### src/rtl/integration_scheduler_if.sv
// ----------------------------------------------------------------------------
// integration_scheduler_if
//
// Purpose:
//   Bundles the configuration, half-spectrum input stream, frame output
//   handshake and status signals of integration_scheduler into one port.
//
// Parameters:
//   SUM_WIDTH  width of one half-spectrum channel sum
//   ACC_WIDTH  width of the frame accumulator / acc_out
//   CNT_WIDTH  width of integration length and counters
//
// Signals (direction as seen from the scheduler, i.e. the slave modport):
//   cfg_int_len    in   spectra per frame, sampled on an accepted cfg_start
//   cfg_start      in   arm pulse
//   cfg_stop       in   stop pulse
//   sum_in         in   half-spectrum sum, unsigned
//   sum_in_valid   in   sum_in qualifier, no backpressure
//   sum_in_half    in   0 = lower channel half, 1 = upper channel half
//   acc_out        out  integrated frame
//   acc_out_valid  out  frame valid, held until acc_out_ready
//   acc_out_ready  in   downstream accept
//   acc_ovf        out  frame accumulator overflow, qualified by acc_out_valid
//   seq_err        out  sticky half-order violation flag
//   drop_cnt       out  saturating count of beats dropped while stalled
//   busy           out  high whenever the scheduler is not idle
//
// Modports:
//   master  the upstream/downstream environment that drives the scheduler
//   slave   the scheduler itself
// ----------------------------------------------------------------------------
interface integration_scheduler_if #(
  parameter int SUM_WIDTH = 22,
  parameter int ACC_WIDTH = 40,
  parameter int CNT_WIDTH = 16
);
  logic [CNT_WIDTH-1:0] cfg_int_len;
  logic                 cfg_start;
  logic                 cfg_stop;
  logic [SUM_WIDTH-1:0] sum_in;
  logic                 sum_in_valid;
  logic                 sum_in_half;
  logic [ACC_WIDTH-1:0] acc_out;
  logic                 acc_out_valid;
  logic                 acc_out_ready;
  logic                 acc_ovf;
  logic                 seq_err;
  logic [CNT_WIDTH-1:0] drop_cnt;
  logic                 busy;

  modport master (
    output cfg_int_len, cfg_start, cfg_stop,
    output sum_in, sum_in_valid, sum_in_half,
    output acc_out_ready,
    input  acc_out, acc_out_valid, acc_ovf,
    input  seq_err, drop_cnt, busy
  );

  modport slave (
    input  cfg_int_len, cfg_start, cfg_stop,
    input  sum_in, sum_in_valid, sum_in_half,
    input  acc_out_ready,
    output acc_out, acc_out_valid, acc_ovf,
    output seq_err, drop_cnt, busy
  );
endinterface

### src/rtl/integration_scheduler.sv
// ----------------------------------------------------------------------------
// integration_scheduler
//
// Purpose:
//   Turns the channel adder's half-spectrum sums (two beats per spectrum,
//   lower half then upper half) into time-integrated frames for the FRB
//   trigger path. Pairs the halves into a spectrum, accumulates cfg_int_len
//   spectra per frame and presents each frame on a valid/ready handshake,
//   all under a start/stop control FSM (IDLE, WAIT_H0, WAIT_H1, OUT).
//
// Ports:
//   clk_data   in   data clock, single clock domain
//   rst_n      in   synchronous reset, active-low
//   bus        integration_scheduler_if.slave: configuration, sum_in stream,
//              acc_out handshake and status (see the interface header)
//
// Configuration macro:
//   INTEG_SCHED_SATURATE_EN
//     defined   : accumulator clamps at 2^ACC_WIDTH-1, acc_ovf set for the frame
//     undefined : accumulator wraps modulo 2^ACC_WIDTH, acc_ovf set if any
//                 carry-out occurred during the frame (default build)
// ----------------------------------------------------------------------------
module integration_scheduler #(
  parameter int SUM_WIDTH = 22,
  parameter int ACC_WIDTH = 40,
  parameter int CNT_WIDTH = 16
) (
  input  logic                    clk_data,
  input  logic                    rst_n,
  integration_scheduler_if.slave  bus
);

  // Adder width wide enough for both the accumulator and one full spectrum,
  // plus one bit so the carry-out is never lost even when ACC_WIDTH is small.
  localparam int SPEC_W = SUM_WIDTH + 1;
  localparam int EXT_W  = ((ACC_WIDTH > SPEC_W) ? ACC_WIDTH : SPEC_W) + 1;

  typedef enum logic [1:0] {
    IDLE    = 2'd0,
    WAIT_H0 = 2'd1,
    WAIT_H1 = 2'd2,
    OUT     = 2'd3
  } state_t;

  state_t               state_reg;
  logic [CNT_WIDTH-1:0] len_reg;
  logic [CNT_WIDTH-1:0] spec_cnt_reg;
  logic [SUM_WIDTH-1:0] h0_reg;
  logic [ACC_WIDTH-1:0] acc_reg;
  logic                 ovf_reg;
  logic                 stop_pend_reg;
  logic [ACC_WIDTH-1:0] acc_out_reg;
  logic                 acc_out_valid_reg;
  logic                 seq_err_reg;
  logic [CNT_WIDTH-1:0] drop_cnt_reg;
  logic                 busy_reg;

  logic [SPEC_W-1:0]    spec_next;
  logic [EXT_W-1:0]     sum_ext_next;
  logic                 carry_next;
  logic [ACC_WIDTH-1:0] acc_next;
  logic                 ovf_next;
  logic                 last_spec_next;
  logic                 handshake_next;

  // Spectrum sum and accumulator update for a half-1 beat in WAIT_H1.
  always_comb begin
    spec_next    = {1'b0, h0_reg} + {1'b0, bus.sum_in};
    sum_ext_next = EXT_W'(acc_reg) + EXT_W'(spec_next);
    carry_next   = |sum_ext_next[EXT_W-1:ACC_WIDTH];
`ifdef INTEG_SCHED_SATURATE_EN
    acc_next     = carry_next ? {ACC_WIDTH{1'b1}} : sum_ext_next[ACC_WIDTH-1:0];
`else
    acc_next     = sum_ext_next[ACC_WIDTH-1:0];
`endif
    ovf_next       = ovf_reg | carry_next;
    last_spec_next = (spec_cnt_reg == (len_reg - CNT_WIDTH'(1)));
    handshake_next = acc_out_valid_reg & bus.acc_out_ready;
  end

  always_ff @(posedge clk_data) begin
    if (!rst_n) begin
      state_reg         <= IDLE;
      len_reg           <= '0;
      spec_cnt_reg      <= '0;
      h0_reg            <= '0;
      acc_reg           <= '0;
      ovf_reg           <= 1'b0;
      stop_pend_reg     <= 1'b0;
      acc_out_reg       <= '0;
      acc_out_valid_reg <= 1'b0;
      seq_err_reg       <= 1'b0;
      drop_cnt_reg      <= '0;
      busy_reg          <= 1'b0;
    end else begin
      case (state_reg)
        IDLE: begin
          // A start takes priority over a simultaneous stop; any beat in
          // this cycle is ignored so the first accepted beat comes next cycle.
          if (bus.cfg_start) begin
            len_reg       <= (bus.cfg_int_len == '0) ? CNT_WIDTH'(1) : bus.cfg_int_len;
            acc_reg       <= '0;
            spec_cnt_reg  <= '0;
            ovf_reg       <= 1'b0;
            stop_pend_reg <= 1'b0;
            seq_err_reg   <= 1'b0;
            drop_cnt_reg  <= '0;
            state_reg     <= WAIT_H0;
            busy_reg      <= 1'b1;
          end
        end

        WAIT_H0: begin
          if (bus.cfg_stop) begin
            // Partial frame is abandoned without output.
            acc_reg      <= '0;
            spec_cnt_reg <= '0;
            ovf_reg      <= 1'b0;
            state_reg    <= IDLE;
            busy_reg     <= 1'b0;
          end else if (bus.sum_in_valid) begin
            if (!bus.sum_in_half) begin
              h0_reg    <= bus.sum_in;
              state_reg <= WAIT_H1;
            end else begin
              // Upper half without a lower half: drop it and flag.
              seq_err_reg <= 1'b1;
            end
          end
        end

        WAIT_H1: begin
          if (bus.cfg_stop) begin
            acc_reg      <= '0;
            spec_cnt_reg <= '0;
            ovf_reg      <= 1'b0;
            state_reg    <= IDLE;
            busy_reg     <= 1'b0;
          end else if (bus.sum_in_valid) begin
            if (bus.sum_in_half) begin
              acc_reg <= acc_next;
              ovf_reg <= ovf_next;
              if (last_spec_next) begin
                // Frame result is captured here so acc_out stays frozen
                // for the whole OUT stall, whatever arrives on sum_in.
                acc_out_reg       <= acc_next;
                acc_out_valid_reg <= 1'b1;
                state_reg         <= OUT;
              end else begin
                spec_cnt_reg <= spec_cnt_reg + CNT_WIDTH'(1);
                state_reg    <= WAIT_H0;
              end
            end else begin
              // Second lower half in a row: the newest one wins.
              h0_reg      <= bus.sum_in;
              seq_err_reg <= 1'b1;
            end
          end
        end

        OUT: begin
          // Nothing is accepted here, including the handshake cycle.
          if (bus.sum_in_valid && (drop_cnt_reg != {CNT_WIDTH{1'b1}})) begin
            drop_cnt_reg <= drop_cnt_reg + CNT_WIDTH'(1);
          end
          if (handshake_next) begin
            acc_reg           <= '0;
            spec_cnt_reg      <= '0;
            ovf_reg           <= 1'b0;
            acc_out_valid_reg <= 1'b0;
            stop_pend_reg     <= 1'b0;
            if (stop_pend_reg || bus.cfg_stop) begin
              state_reg <= IDLE;
              busy_reg  <= 1'b0;
            end else begin
              state_reg <= WAIT_H0;
            end
          end else if (bus.cfg_stop) begin
            stop_pend_reg <= 1'b1;
          end
        end

        default: begin
          state_reg <= IDLE;
          busy_reg  <= 1'b0;
        end
      endcase
    end
  end

  assign bus.acc_out       = acc_out_reg;
  assign bus.acc_out_valid = acc_out_valid_reg;
  assign bus.acc_ovf       = ovf_reg;
  assign bus.seq_err       = seq_err_reg;
  assign bus.drop_cnt      = drop_cnt_reg;
  assign bus.busy          = busy_reg;

endmodule

### src/flat_wrapper.sv
// flat-port wrapper written by rule: the top's interface ports become plain ports
module integration_scheduler_flat 
#(
  parameter int SUM_WIDTH = 22,
  parameter int ACC_WIDTH = 40,
  parameter int CNT_WIDTH = 16
)
  (clk_data, rst_n, bus_cfg_int_len, bus_cfg_start, bus_cfg_stop, bus_sum_in, bus_sum_in_valid, bus_sum_in_half, bus_acc_out_ready, bus_acc_out, bus_acc_out_valid, bus_acc_ovf, bus_seq_err, bus_drop_cnt, bus_busy);
  integration_scheduler_if #(.SUM_WIDTH(SUM_WIDTH), .ACC_WIDTH(ACC_WIDTH), .CNT_WIDTH(CNT_WIDTH)) bus_i ();
  input  logic clk_data;
  input  logic rst_n;
  input wire logic [$bits(bus_i.cfg_int_len)-1:0] bus_cfg_int_len;
  input wire logic [$bits(bus_i.cfg_start)-1:0] bus_cfg_start;
  input wire logic [$bits(bus_i.cfg_stop)-1:0] bus_cfg_stop;
  input wire logic [$bits(bus_i.sum_in)-1:0] bus_sum_in;
  input wire logic [$bits(bus_i.sum_in_valid)-1:0] bus_sum_in_valid;
  input wire logic [$bits(bus_i.sum_in_half)-1:0] bus_sum_in_half;
  input wire logic [$bits(bus_i.acc_out_ready)-1:0] bus_acc_out_ready;
  output wire logic [$bits(bus_i.acc_out)-1:0] bus_acc_out;
  output wire logic [$bits(bus_i.acc_out_valid)-1:0] bus_acc_out_valid;
  output wire logic [$bits(bus_i.acc_ovf)-1:0] bus_acc_ovf;
  output wire logic [$bits(bus_i.seq_err)-1:0] bus_seq_err;
  output wire logic [$bits(bus_i.drop_cnt)-1:0] bus_drop_cnt;
  output wire logic [$bits(bus_i.busy)-1:0] bus_busy;
  assign bus_i.cfg_int_len = bus_cfg_int_len;
  assign bus_i.cfg_start = bus_cfg_start;
  assign bus_i.cfg_stop = bus_cfg_stop;
  assign bus_i.sum_in = bus_sum_in;
  assign bus_i.sum_in_valid = bus_sum_in_valid;
  assign bus_i.sum_in_half = bus_sum_in_half;
  assign bus_i.acc_out_ready = bus_acc_out_ready;
  assign bus_acc_out = bus_i.acc_out;
  assign bus_acc_out_valid = bus_i.acc_out_valid;
  assign bus_acc_ovf = bus_i.acc_ovf;
  assign bus_seq_err = bus_i.seq_err;
  assign bus_drop_cnt = bus_i.drop_cnt;
  assign bus_busy = bus_i.busy;
  integration_scheduler #(.SUM_WIDTH(SUM_WIDTH), .ACC_WIDTH(ACC_WIDTH), .CNT_WIDTH(CNT_WIDTH)) u_core (.clk_data(clk_data), .rst_n(rst_n), .bus(bus_i));
endmodule
### config.mk
export PLATFORM = sky130hd
export DESIGN_NAME = integration_scheduler_flat
export DESIGN_NICKNAME = d
export VERILOG_FILES = /design/src/rtl/integration_scheduler_if.sv /design/src/rtl/integration_scheduler.sv /design/src/flat_wrapper.sv
export SDC_FILE = /design/constraint.sdc
export NUM_CORES = 1
export LEC_CHECK = 0
export ABC_AREA = 0
export CAP_MARGIN = 20
export CELL_PAD_IN_SITES_DETAIL_PLACEMENT = 0
export CELL_PAD_IN_SITES_GLOBAL_PLACEMENT = 1
export CORE_MARGIN = 10
export CORE_UTILIZATION = 46
export DETAILED_ROUTE_END_ITERATION = 6
export PLACE_DENSITY_LB_ADDON = 0.1
export SYNTH_ARGS = -nofsm -noshare
export SYNTH_HDL_FRONTEND = slang
export SYNTH_SLANG_ARGS = --single-unit
### constraint.sdc
create_clock -name clk_data -period 8.5 [get_ports clk_data]
set_clock_uncertainty 0.15 [all_clocks]
set_input_delay 0.85 -clock clk_data [delete_from_list [all_inputs] [get_ports clk_data]]
set_output_delay 0.85 -clock clk_data [all_outputs]
set_load 0.02 [all_outputs]
After elaboration in Yosys (flattened, before gate mapping)

Index checks and enable logic that the tools add are counted.

Register bits after elaboration: 157
Output and inout bits: 60
Bits of input ports: 45

$add $sub $neg: 5
Muxes and demuxes: 55
Bitwise logic cells: 4
Eq/ne operators: 25
Reduce and logical (&&, ||, !) cells: 19

Operators with widths:

| kind                  | number |
|---|---|
| $mux 40               | 6 |
| $pmux 40 s4           | 1 |
| $mux 16               | 9 |
| $pmux 16 s4           | 1 |
| $add 40x23->41        | 1 |
| $add 16x1->16 const B | 2 |
| $pmux 16 s2           | 1 |
| $add 22x22->23        | 1 |
| $mux 1                | 22 |
| $mux 2                | 9 |
| $ne 2x2->1 const B    | 9 |
| $reduce_and 6->1      | 3 |
| $eq 16x16->1          | 1 |
| $logic_not 16->1      | 1 |
| $ne 16x16->1 const B  | 1 |
| $sub 16x1->16 const B | 1 |
| $ne 3x3->1 const B    | 5 |
| $ne 2x1->1 const B    | 5 |
| $reduce_and 5->1      | 2 |
| $pmux 2 s4            | 1 |
| $reduce_and 4->1      | 2 |
| $reduce_and 8->1      | 1 |
| $pmux 1 s3            | 2 |
| $reduce_and 3->1      | 2 |
| other kinds (15)      | 19 |

Logic depth before layout (Yosys ltp)

Gate-level depths: netlist of run 1.

Depth in word-level cells: 7
Mapped depth: 12
Mapped depth without buffers: 11

Worst setup path after synthesis of run 1

OpenSTA, ideal clock, no wires.

Path kind: input to register
Start: in bus_sum_in[1]
End: reg u_core.acc_reg[39]
Setup time: 0.074 ns
Stages on the path: 12
Arrival time: 3.736 ns
Path slack: 4.540 ns
Required time: 8.276 ns
Cells stage by stage: fa_1 ha_1 fa_1 a211oi_1 o21ai_0 a21oi_1 a31oi_1 o21a_1 clkbuf_1 nand3_1 or4_1 a31oi_1

Word-level cells in the longest chain between the ends: 6

RTL lines:

| what                 | line                         | source |
|---|---|---|
| start, declared      | flat_wrapper.sv:15           | `input wire logic [$bits(bus_i.sum_in)-1:0] bus_sum_in;` |
| $add 22x22->23       | integration_scheduler.sv:68  | `spec_next = {1'b0, h0_reg} + {1'b0, bus.sum_in};` |
| $add 40x23->41       | integration_scheduler.sv:69  | `sum_ext_next = EXT_W'(acc_reg) + EXT_W'(spec_next);` |
| $mux 40              | integration_scheduler.sv:140 | `if (bus.sum_in_half) begin` |
| $mux 40              | integration_scheduler.sv:139 | `end else if (bus.sum_in_valid) begin` |
| $mux 40              | integration_scheduler.sv:133 | `if (bus.cfg_stop) begin` |
| $pmux 40 s4          | integration_scheduler.sv:96  | `case (state_reg)` |
| end signal, assigned | integration_scheduler.sv:141 | `acc_reg <= acc_next;` |
| end, declared        | integration_scheduler.sv:49  | `logic [ACC_WIDTH-1:0] acc_reg;` |

Every way passes these cells. The select of a mux whose other input is x is not followed.
A chain may end at the register's enable or synchronous reset.

Worst setup path in the final report of run 1

Start: in bus_sum_in[1]
End: reg u_core.acc_out_reg[29] (netlist: u_core.bus.acc_out[29])

Word-level cells in the longest chain between the ends: 2

RTL lines:

| what                 | line                         | source |
|---|---|---|
| $add 22x22->23       | integration_scheduler.sv:68  |  |
| $add 40x23->41       | integration_scheduler.sv:69  |  |
| end signal, assigned | integration_scheduler.sv:146 | `acc_out_reg <= acc_next;` |
| end, declared        | integration_scheduler.sv:52  | `logic [ACC_WIDTH-1:0] acc_out_reg;` |

Every way passes these cells.

==> metrics.txt, run 1 <==
total power 1.784 mW; Worst-path clk slew 70 ps; slowest stage delay, CP 620 ps; crit path launch type input pin; clock latency on the worst-skew pair 440 ps; drt via density 5.541; die area 0.02516 mm2; layout cell share with drive strength beyond 1 5.304%; PwrDens 167.6 mW/mm2; hold_ws 304.3 ps; Cell Rows 50; simple-gate share of the synthesized area 22.31%; WL/cell 16.75 um; post-synthesis cell count 1,064; CP delay by family, top compound AO/OA/AOI/OAI gates; Worst Hold Depth 2; initial DRC count 359; Tmin final 4505 ps; static leakage 3.784 nW; # Max-Cap Violations 0; Die X 158.6 um; adder-cell share of the synthesized area 9.598%; critical path fanouts, max 8; Final Hold Viols 0; Hold Path Class flop to flop; Synth Area in Compound Gates 19.80%; final instance area 0.01064 mm2; CTS buffer count 17; Post-DRT Antenna Nets 0; area of the core 0.01883 mm2; r2r worst-path depth 11; Filler Cells Inserted 1,749; final setup fails 0; Synthesis Warnings 0; Buf/Inv on CP 1; Syn Area/Cell 8.307 um2; Setup CP Type input pin to flop; postcts setup bufs 0; Cell Count, Final, Fillers Out 1,410; largest net degree at the start of global routing 77; FF-to-FF setup slack 4630 ps; crit path cell chain clkdlybuf4s50_1, fa_1, ha_1, fa_1, a211oi_1, o21ai_0, a21oi_1, a31oi_1, o211ai_1, nor2_1, xnor2_1, a21oi_1; mapped cell area 0.008838 mm2; period utilization 53.01%; Post-synth EDFFs 0; Setup WS pre-CTS 3613 ps; ys flop type dfxtp_1; Cells after DPL 1,376; worst reg2reg path startpoint u_core.acc_reg[1]$_SDFFE_PN0P_; clk sinks 157; CTS tree done; final worst setup slack 3995 ps; Critical Path RT 8630 ps; GPL Wtd Cong 0.8693; run status completed; RSZ-0062 raised after global routing no; RR Endpoint u_core.bus.acc_out[29]$_SDFFE_PN0P_; FF/Latch Area 0.003143 mm2; multiplexer area fraction after synthesis 3.298%; I/O Buffers 104; die height 158.6 um; vias in the first global route 7,601; first-pass GRT wire length 38,870 um; Post-DP HPWL 17,050 um; Netlist cell types 73; ys async rst share 0%; Ports 105; Max IR drop VDD 135.0 uV; FF+latch count, synth 157; Post-CTS Resized 0; CTS Hold Bufs 0; setup tns final 0 ps; register area share after synthesis 35.56%; initial antenna violation count 0; Area Growth Syn to Fin 20.40%; Net Count, Synth 1,163; remaining global-route overflow 0; cell depth of the worst setup path 12; relative slew slack 28.26%; commonest non-fill, non-tap cells in the layout dfxtp_1 (157), nand2_1 (138), a21oi_1 (122); Final #Nets 1,236; CP Capture Type flop; Initial Utilization 46.94%; Post-route DRC 0; H-tree levels 4; Endpoint, Worst Hold u_core.bus.acc_out[10]$_SDFFE_PN0P_; drt pass-1 iters 5; most common library cell in the layout ignoring fill and taps dfxtp_1; FMAX 222.0 MHz; critical path data arrival time 4630 ps; Min-Delay Startpoint u_core.bus.acc_out[10]$_SDFFE_PN0P_; Worst path slowest cell o211ai_1; largest family of logic cells by synthesized area simple AND/OR/NAND/NOR gates; Worst-Margin Slew 1076 ps; Vias 7,813; Layout Utilization 56.51%; placed cell area 0.01003 mm2; CTS max path bufs 2; area of the multi-input gates 0.005399 mm2; Routed WL 23,620 um; Max Transition Viols Final 0; clk root buf clkbuf_16; xor/xnor share of the synthesized area 5.946%; GR Util All Layers 18.99%; diode count 0
==> layout make-up <==
type	instances	area share (%)
flip-flops and latches	157	29.54
repair buffers	115	10.63
clock buffers	17	3.998
clock inverters	15	1.611
multi-input cells	834	50.73
inverters	12	0.4350
well taps	260	3.057
==> kinds of logic after synthesis <==
logic type	Yosys count
adders and majority gates	54
xor gates and xnor gates	60
buffers and inverters	73
DFF	157
AOI/OAI and AO/OA	288
muxes	29
and+or+nand+nor	403
==> report_power, final <==
| group | switching (mW) | internal, mW | total, mW | leakage [nW] |
|---|---|---|---|---|
| logic | 0.147 | 0.0921 | 0.239 | 2.22 |
| clock network | 0.340 | 0.442 | 0.782 | 0.292 |
| registers | 0.0150 | 0.747 | 0.762 | 1.27 |
| total | 0.502 | 1.28 | 1.78 | 3.78 |
==> worst max path at each step <==
stage,from,to,slack [ps]
4_1_cts,bus_sum_in[1],u_core.bus.acc_out[29]$_SDFFE_PN0P_,4070
2_1_floorplan,bus_sum_in[1],u_core.acc_reg[39]$_SDFFE_PN0P_,4540
3_5_place_dp,bus_sum_in[1],u_core.acc_reg[39]$_SDFFE_PN0P_,3610
5_1_grt,bus_sum_in[1],u_core.acc_reg[29]$_SDFFE_PN0P_,3650
3_3_place_gp,bus_sum_in[1],u_core.acc_reg[39]$_SDFFE_PN0P_,3700
6_report,bus_sum_in[1],u_core.bus.acc_out[29]$_SDFFE_PN0P_,3990
==> synth_stat cells, types with 22 or more instances <==
master    instances  area share (%)
a21oi_1         122             6.9
a22oi_1          22             1.9
clkbuf_1         52             2.2
dfxtp_1         157              36
fa_1             23             5.2
ha_1             31             4.4
mux2i_1          28             3.2
nand2_1         138             5.9
nand3_1          30             1.7
nor2_1           98             4.2
o21ai_0          36             2.0
o21ai_1          24             1.4
xnor2_1          33             3.3
xor2_1           27             2.7
==> worst reg2reg max path, delay by kind of cell, from the launching register on <==
| family | cells | cell delay (ps) |
|---|---|---|
| and+or+nand+nor | 1 | 140 |
| xor gates and xnor gates | 1 | 160 |
| adders and majority gates | 3 | 1110 |
| AOI/OAI and AO/OA | 6 | 1790 |
| DFF | 1 | 360 |
==> routing by layer <==
metal	wire, um	vias up	track usage [%]
met4	246	0	5.073
met1	11090	3706	24.14
met3	1043	17	4.317
met2	11240	135	31.67
met5	0	-	0
li1	-	3955	-
Note: power is estimated with default switching activity, not from simulation.
==> run 2: changes to the inputs <==
--- a/config.mk
+++ b/config.mk
@@ -10,7 +10,7 @@
 export CELL_PAD_IN_SITES_DETAIL_PLACEMENT = 0
 export CELL_PAD_IN_SITES_GLOBAL_PLACEMENT = 1
 export CORE_MARGIN = 10
-export CORE_UTILIZATION = 46
+export CORE_UTILIZATION = 42
 export DETAILED_ROUTE_END_ITERATION = 6
 export PLACE_DENSITY_LB_ADDON = 0.1
 export SYNTH_ARGS = -nofsm -noshare
==> constraint.sdc (replaced) <==
create_clock -name clk_data -period 4.6 [get_ports clk_data]
set_clock_uncertainty 0.15 [all_clocks]
set_input_delay 0.46 -clock clk_data [delete_from_list [all_inputs] [get_ports clk_data]]
set_output_delay 0.46 -clock clk_data [all_outputs]
set_load 0.02 [all_outputs]
==> metrics.txt, run 2 (synthesized netlist as in run 1, its figures left out) <==
run status completed; H-tree levels 4 (unchanged); I/O Buffers 104 (unchanged); Cell Rows 53 (+6.0%); static leakage 3.812 nW (+0.76%); diode count 0 (unchanged); critical path fanouts, max 9 (+1); Worst-Margin Slew 1073 ps (-3.511 ps); Post-CTS Resized 0 (unchanged); Final Hold Viols 0 (unchanged); die height 165.1 um (+4.1%); critical path data arrival time 4020 ps (-610 ps); CTS buffer count 17 (unchanged); GR Util All Layers 18.40% (-0.59 points); Worst-path clk slew 70 ps (about the same); Critical Path RT 4790 ps (-3840 ps); FMAX 261.1 MHz; RSZ-0062 raised after global routing no; CP Capture Type flop; clk sinks 157 (unchanged); Area Growth Syn to Fin 21.30%; CTS Hold Bufs 0 (unchanged); # Max-Cap Violations 0 (unchanged); Post-DRT Antenna Nets 0 (unchanged); slowest stage delay, CP 550 ps (-70 ps); Vias 7,820 (+0.090%); crit path launch type input pin; most common library cell in the layout ignoring fill and taps dfxtp_1; CTS max path bufs 2 (unchanged); Ports 105 (unchanged); layout cell share with drive strength beyond 1 5.709% (+0.40 points); initial DRC count 531 (+48%); final setup fails 0 (unchanged); Tmin final 3830 ps; drt via density 5.465 (-1.4%); clk root buf clkbuf_16; area of the core 0.02089 mm2 (+11%); Final #Nets 1,242 (+0.49%); period utilization 83.27%; Post-route DRC 0 (unchanged); setup tns final 0 ps (unchanged); first-pass GRT wire length 40,570 um (+4.4%); WL/cell 17.33 um (+3.5%); Routed WL 24,800 um (+5.0%); Max Transition Viols Final 0 (unchanged); commonest non-fill, non-tap cells in the layout dfxtp_1 (157), nand2_1 (138), a21oi_1 (122); largest net degree at the start of global routing 70 (-9.1%); clock latency on the worst-skew pair 430 ps (about the same); initial antenna violation count 0 (unchanged); Post-DP HPWL 17,680 um (+3.7%); PwrDens 308.1 mW/mm2 (+84%); Max IR drop VDD 227.1 uV (+68%); Die X 165.1 um (+4.1%); CTS tree done; postcts setup bufs 0 (unchanged); crit path cell chain clkdlybuf4s50_1, fa_1, ha_1, fa_1, a211oi_1, o21ai_0, a21oi_1, a31oi_1, o21a_1, nand3_1, or4_1, a31oi_1; relative slew slack 28.50% (+0.23 points); Hold Path Class flop to flop; Layout Utilization 51.33% (-5.2 points); drt pass-1 iters 5 (unchanged); Setup CP Type input pin to flop; die area 0.02725 mm2 (+8.3%); Initial Utilization 42.31% (-4.6 points); Worst path slowest cell fa_1; GPL Wtd Cong 0.8411 (-3.2%); vias in the first global route 7,544 (-0.75%); remaining global-route overflow 0 (unchanged)
## run 2: cell count changes in the layout (fill, tap and decap cells not counted), sizes merged
cell      before  now
clkbuf        17   18
clkinvlp       1    2
inv           20   16
clkinv         4    6
buf           11   17
## run 2: area by class of cell
cell class	count	area [um2]
Clock inverter	14	158.9
Tap cell	275	344.1
Multi-Input combinational cell	834	5399
Sequential cell	157	3143
Timing Repair Buffer	121	1201
Fill cell	2032	10170
Clock buffer	18	429.2
Inverter	12	46.29
## run 2: critical path, delay by kind of cell
kind	cells	cell delay, ps
and+or+nand+nor	2	780
buffers and inverters	1	450
adders and majority gates	3	1010
AOI/OAI and AO/OA	6	1300
## run 2: worst paths after layout
kind | from | endpoint | slack [ps] | cells after the start
setup / recovery | bus_sum_in[1] | u_core.acc_reg[39]$_SDFFE_PN0P_ | 770 | 12
hold / removal | u_core.bus.acc_out[10]$_SDFFE_PN0P_ | u_core.bus.acc_out[10]$_SDFFE_PN0P_ | 310 | 2
setup reg to reg | u_core.len_reg[0]$_SDFFE_PN0P_ | u_core.bus.acc_out[13]$_SDFFE_PN0P_ | 870 | 11
hold reg to reg | u_core.bus.acc_out[10]$_SDFFE_PN0P_ | u_core.bus.acc_out[10]$_SDFFE_PN0P_ | 310 | 2
## run 2: metal layers
metal / track usage (%) / up-vias / wire (um)
met5: 0 / - / 0
met4: 3.663 / 0 / 214
met3: 4.289 / 17 / 1154
met2: 29.45 / 118 / 11540
met1: 24.86 / 3700 / 11890
li1: - / 3985 / -
## run 2: report_power, final
part | internal, mW | switching (mW)
sequential | 1.38 | 0.0288
combinational | 0.173 | 0.277
clock | 0.811 | 0.632
total | 2.37 | 0.938
## run 2: through the flow
stage / power [mW] / cells / hold WS, ps / instance area, um2 / worst slack [ps]
after global placement: 1.887 / 1398 / 292.8 / 10110 / 400.4
after floorplan: 1.728 / 1064 / 299.5 / 8838 / 1030
after detailed placement: 1.889 / 1399 / 298.1 / 10130 / 346.3
after global routing: 3.442 / 1431 / 325.3 / 10720 / 545.6
final: 3.303 / 1431 / 309.9 / 10720 / 769.7
after CTS: 3.330 / 1431 / 313.8 / 10720 / 767.8
==> run 3: changes to the inputs <==
==> constraint.sdc (replaced) <==
create_clock -name clk_data -period 3.8 [get_ports clk_data]
set_clock_uncertainty 0.15 [all_clocks]
set_input_delay 0.38 -clock clk_data [delete_from_list [all_inputs] [get_ports clk_data]]
set_output_delay 0.38 -clock clk_data [all_outputs]
set_load 0.02 [all_outputs]
==> metrics.txt, run 3 (synthesized netlist as in run 1, its figures left out) <==
run status completed; relative slew slack 56.87% (+28 points); Cell Rows 53 (unchanged); crit path cell chain clkdlybuf4s50_1, fa_1, ha_1, fa_1, a211oi_2, o21ai_0, a21oi_1, buf_4, a31oi_2, buf_4, o211ai_1, buf_4, o21ai_0, a311oi_1; initial DRC count 448 (-16%); Post-CTS Resized 0 (unchanged); critical path fanouts, max 8 (-1); CTS buffer count 17 (unchanged); Buf/Inv on CP 4 (+3); drt via density 5.377 (-1.6%); switching part of the total 28.44% (+0.048 points); Int Pwr 2.842 mW (+20%); commonest non-fill, non-tap cells in the layout dfxtp_1 (157), nand2_1 (138), a21oi_1 (122); sequential share of power 42.9% (+0.2 points); Die X 165.1 um (unchanged); Worst path slowest cell fa_1; Final #Nets 1,298 (+4.5%); diode count 0 (unchanged); layout cell share with drive strength beyond 1 10.40% (+4.7 points); CTS Hold Bufs 0 (unchanged); slowest stage delay, CP 490 ps (-60 ps); P_sw 1.130 mW (+20%); H-tree levels 4 (unchanged); Worst-path clk slew 70 ps (about the same); first-pass GRT wire length 41,410 um (+2.1%); CTS tree done; Worst-Margin Slew 641.1 ps (-431.5 ps); Clk pwr share 42.3% (-1.4 points); most frequent CP cell buf_4; Critical Path RT 3980 ps (-810 ps); GR Util All Layers 18.88% (+0.47 points); initial antenna violation count 0 (unchanged); area of the core 0.02089 mm2 (unchanged); Ports 105 (unchanged); Tmin final 3561 ps; final instance area 0.01112 mm2 (+3.7%); RSZ-0062 raised after global routing no; hold_ws 309.7 ps (-0.1880 ps); total power 3.972 mW (+20%); Vias 7,990 (+2.2%); remaining global-route overflow 0 (unchanged); CP delay by family, top compound AO/OA/AOI/OAI gates; final setup fails 0 (unchanged); crit path launch type input pin; critical path data arrival time 3750 ps (-270 ps); vias in the first global route 7,859 (+4.2%); clk root buf clkbuf_16; Routed WL 25,550 um (+3.0%); placed cell area 0.01053 mm2 (+4.0%); Setup CP Type input pin to flop; die height 165.1 um (unchanged); Hold Path Class flop to flop; period utilization 93.71%; Layout Utilization 53.23% (+1.9 points); GPL Wtd Cong 0.8499 (+1.0%); # Max-Cap Violations 0 (unchanged); Post-DP HPWL 18,120 um (+2.5%); FMAX 280.8 MHz; Initial Utilization 42.31% (unchanged); Comb power frac 14.9% (+1.3 points); clk sinks 157 (unchanged); Area Growth Syn to Fin 25.81%; setup tns final 0 ps (unchanged); Post-DRT Antenna Nets 0 (unchanged); die area 0.02725 mm2 (unchanged); clock latency on the worst-skew pair 430 ps (about the same); Final Hold Viols 0 (unchanged); static leakage 4.071 nW (+6.8%); Max Transition Viols Final 0 (unchanged); Max IR drop VDD 248.2 uV (+9.3%); most common library cell in the layout ignoring fill and taps dfxtp_1; Post-route DRC 0 (unchanged); WL/cell 17.19 um (-0.81%); I/O Buffers 104 (unchanged); PwrDens 357.2 mW/mm2 (+16%); CTS max path bufs 2 (unchanged); CP Capture Type flop; largest net degree at the start of global routing 44 (-37%); postcts setup bufs 0 (unchanged); drt pass-1 iters 5 (unchanged)
## run 3: cell count changes in the layout (fill, tap and decap cells not counted), sizes merged
cell      previous run  this run
buf                 17        73
bufinv               2         1
clkinv               6         3
clkinvlp             2         4
inv                 16        17
## run 3: layout make-up
cell class | count | area [um2]
Timing Repair Buffer | 177 | 1602
Fill cell | 2040 | 9769
Tap cell | 275 | 344.1
Clock buffer | 18 | 439.2
Multi-Input combinational cell | 834 | 5416
Clock inverter | 13 | 128.9
Inverter | 12 | 46.29
Sequential cell | 157 | 3143
## run 3: worst register-to-register path: cells and delay by family (launching register included)
kind                       cells  cell delay (ps)
AOI/OAI and AO/OA              7             1260
buffers and inverters          3              520
adders and majority gates      3             1080
DFF                            1              360
## run 3: final timing paths
check | cells past startpoint | to | start | slack, ps
setup / recovery | 14 | u_core.acc_reg[29]$_SDFFE_PN0P_ | bus_sum_in[1] | 240
hold / removal | 2 | u_core.bus.acc_out[10]$_SDFFE_PN0P_ | u_core.bus.acc_out[10]$_SDFFE_PN0P_ | 310
setup reg to reg | 13 | u_core.acc_reg[29]$_SDFFE_PN0P_ | u_core.acc_reg[1]$_SDFFE_PN0P_ | 340
hold reg to reg | 2 | u_core.bus.acc_out[10]$_SDFFE_PN0P_ | u_core.bus.acc_out[10]$_SDFFE_PN0P_ | 310
## run 3: stage by stage
stage | setup WS [ps] | cells
global route | 21.37 | 1486
finish | 238.9 | 1486
CTS | 34.24 | 1486
detailed placement | -400.7 | 1455
global placement | -346.5 | 1455
floorplan | 309.8 | 1064
## run 3: per-layer routing
metal / up-vias / global-route usage (%) / share of wire, %
li1: 4084 / - / -
met1: 3753 / 23.89 / 47
met2: 130 / 31.79 / 48
met3: 23 / 4.214 / 4.1
met4: 0 / 4.871 / 1.0
met5: - / 0 / 0
## run 3: power groups by stage
stage / sequential (mW) / clock [mW] / combinational (mW)
after floorplan: 1.73 / 0 / 0.357
after global placement: 1.74 / 0 / 0.585
after detailed placement: 1.74 / 0 / 0.585
after CTS: 1.70 / 1.72 / 0.591
after global routing: 1.71 / 1.79 / 0.653
final: 1.70 / 1.68 / 0.590
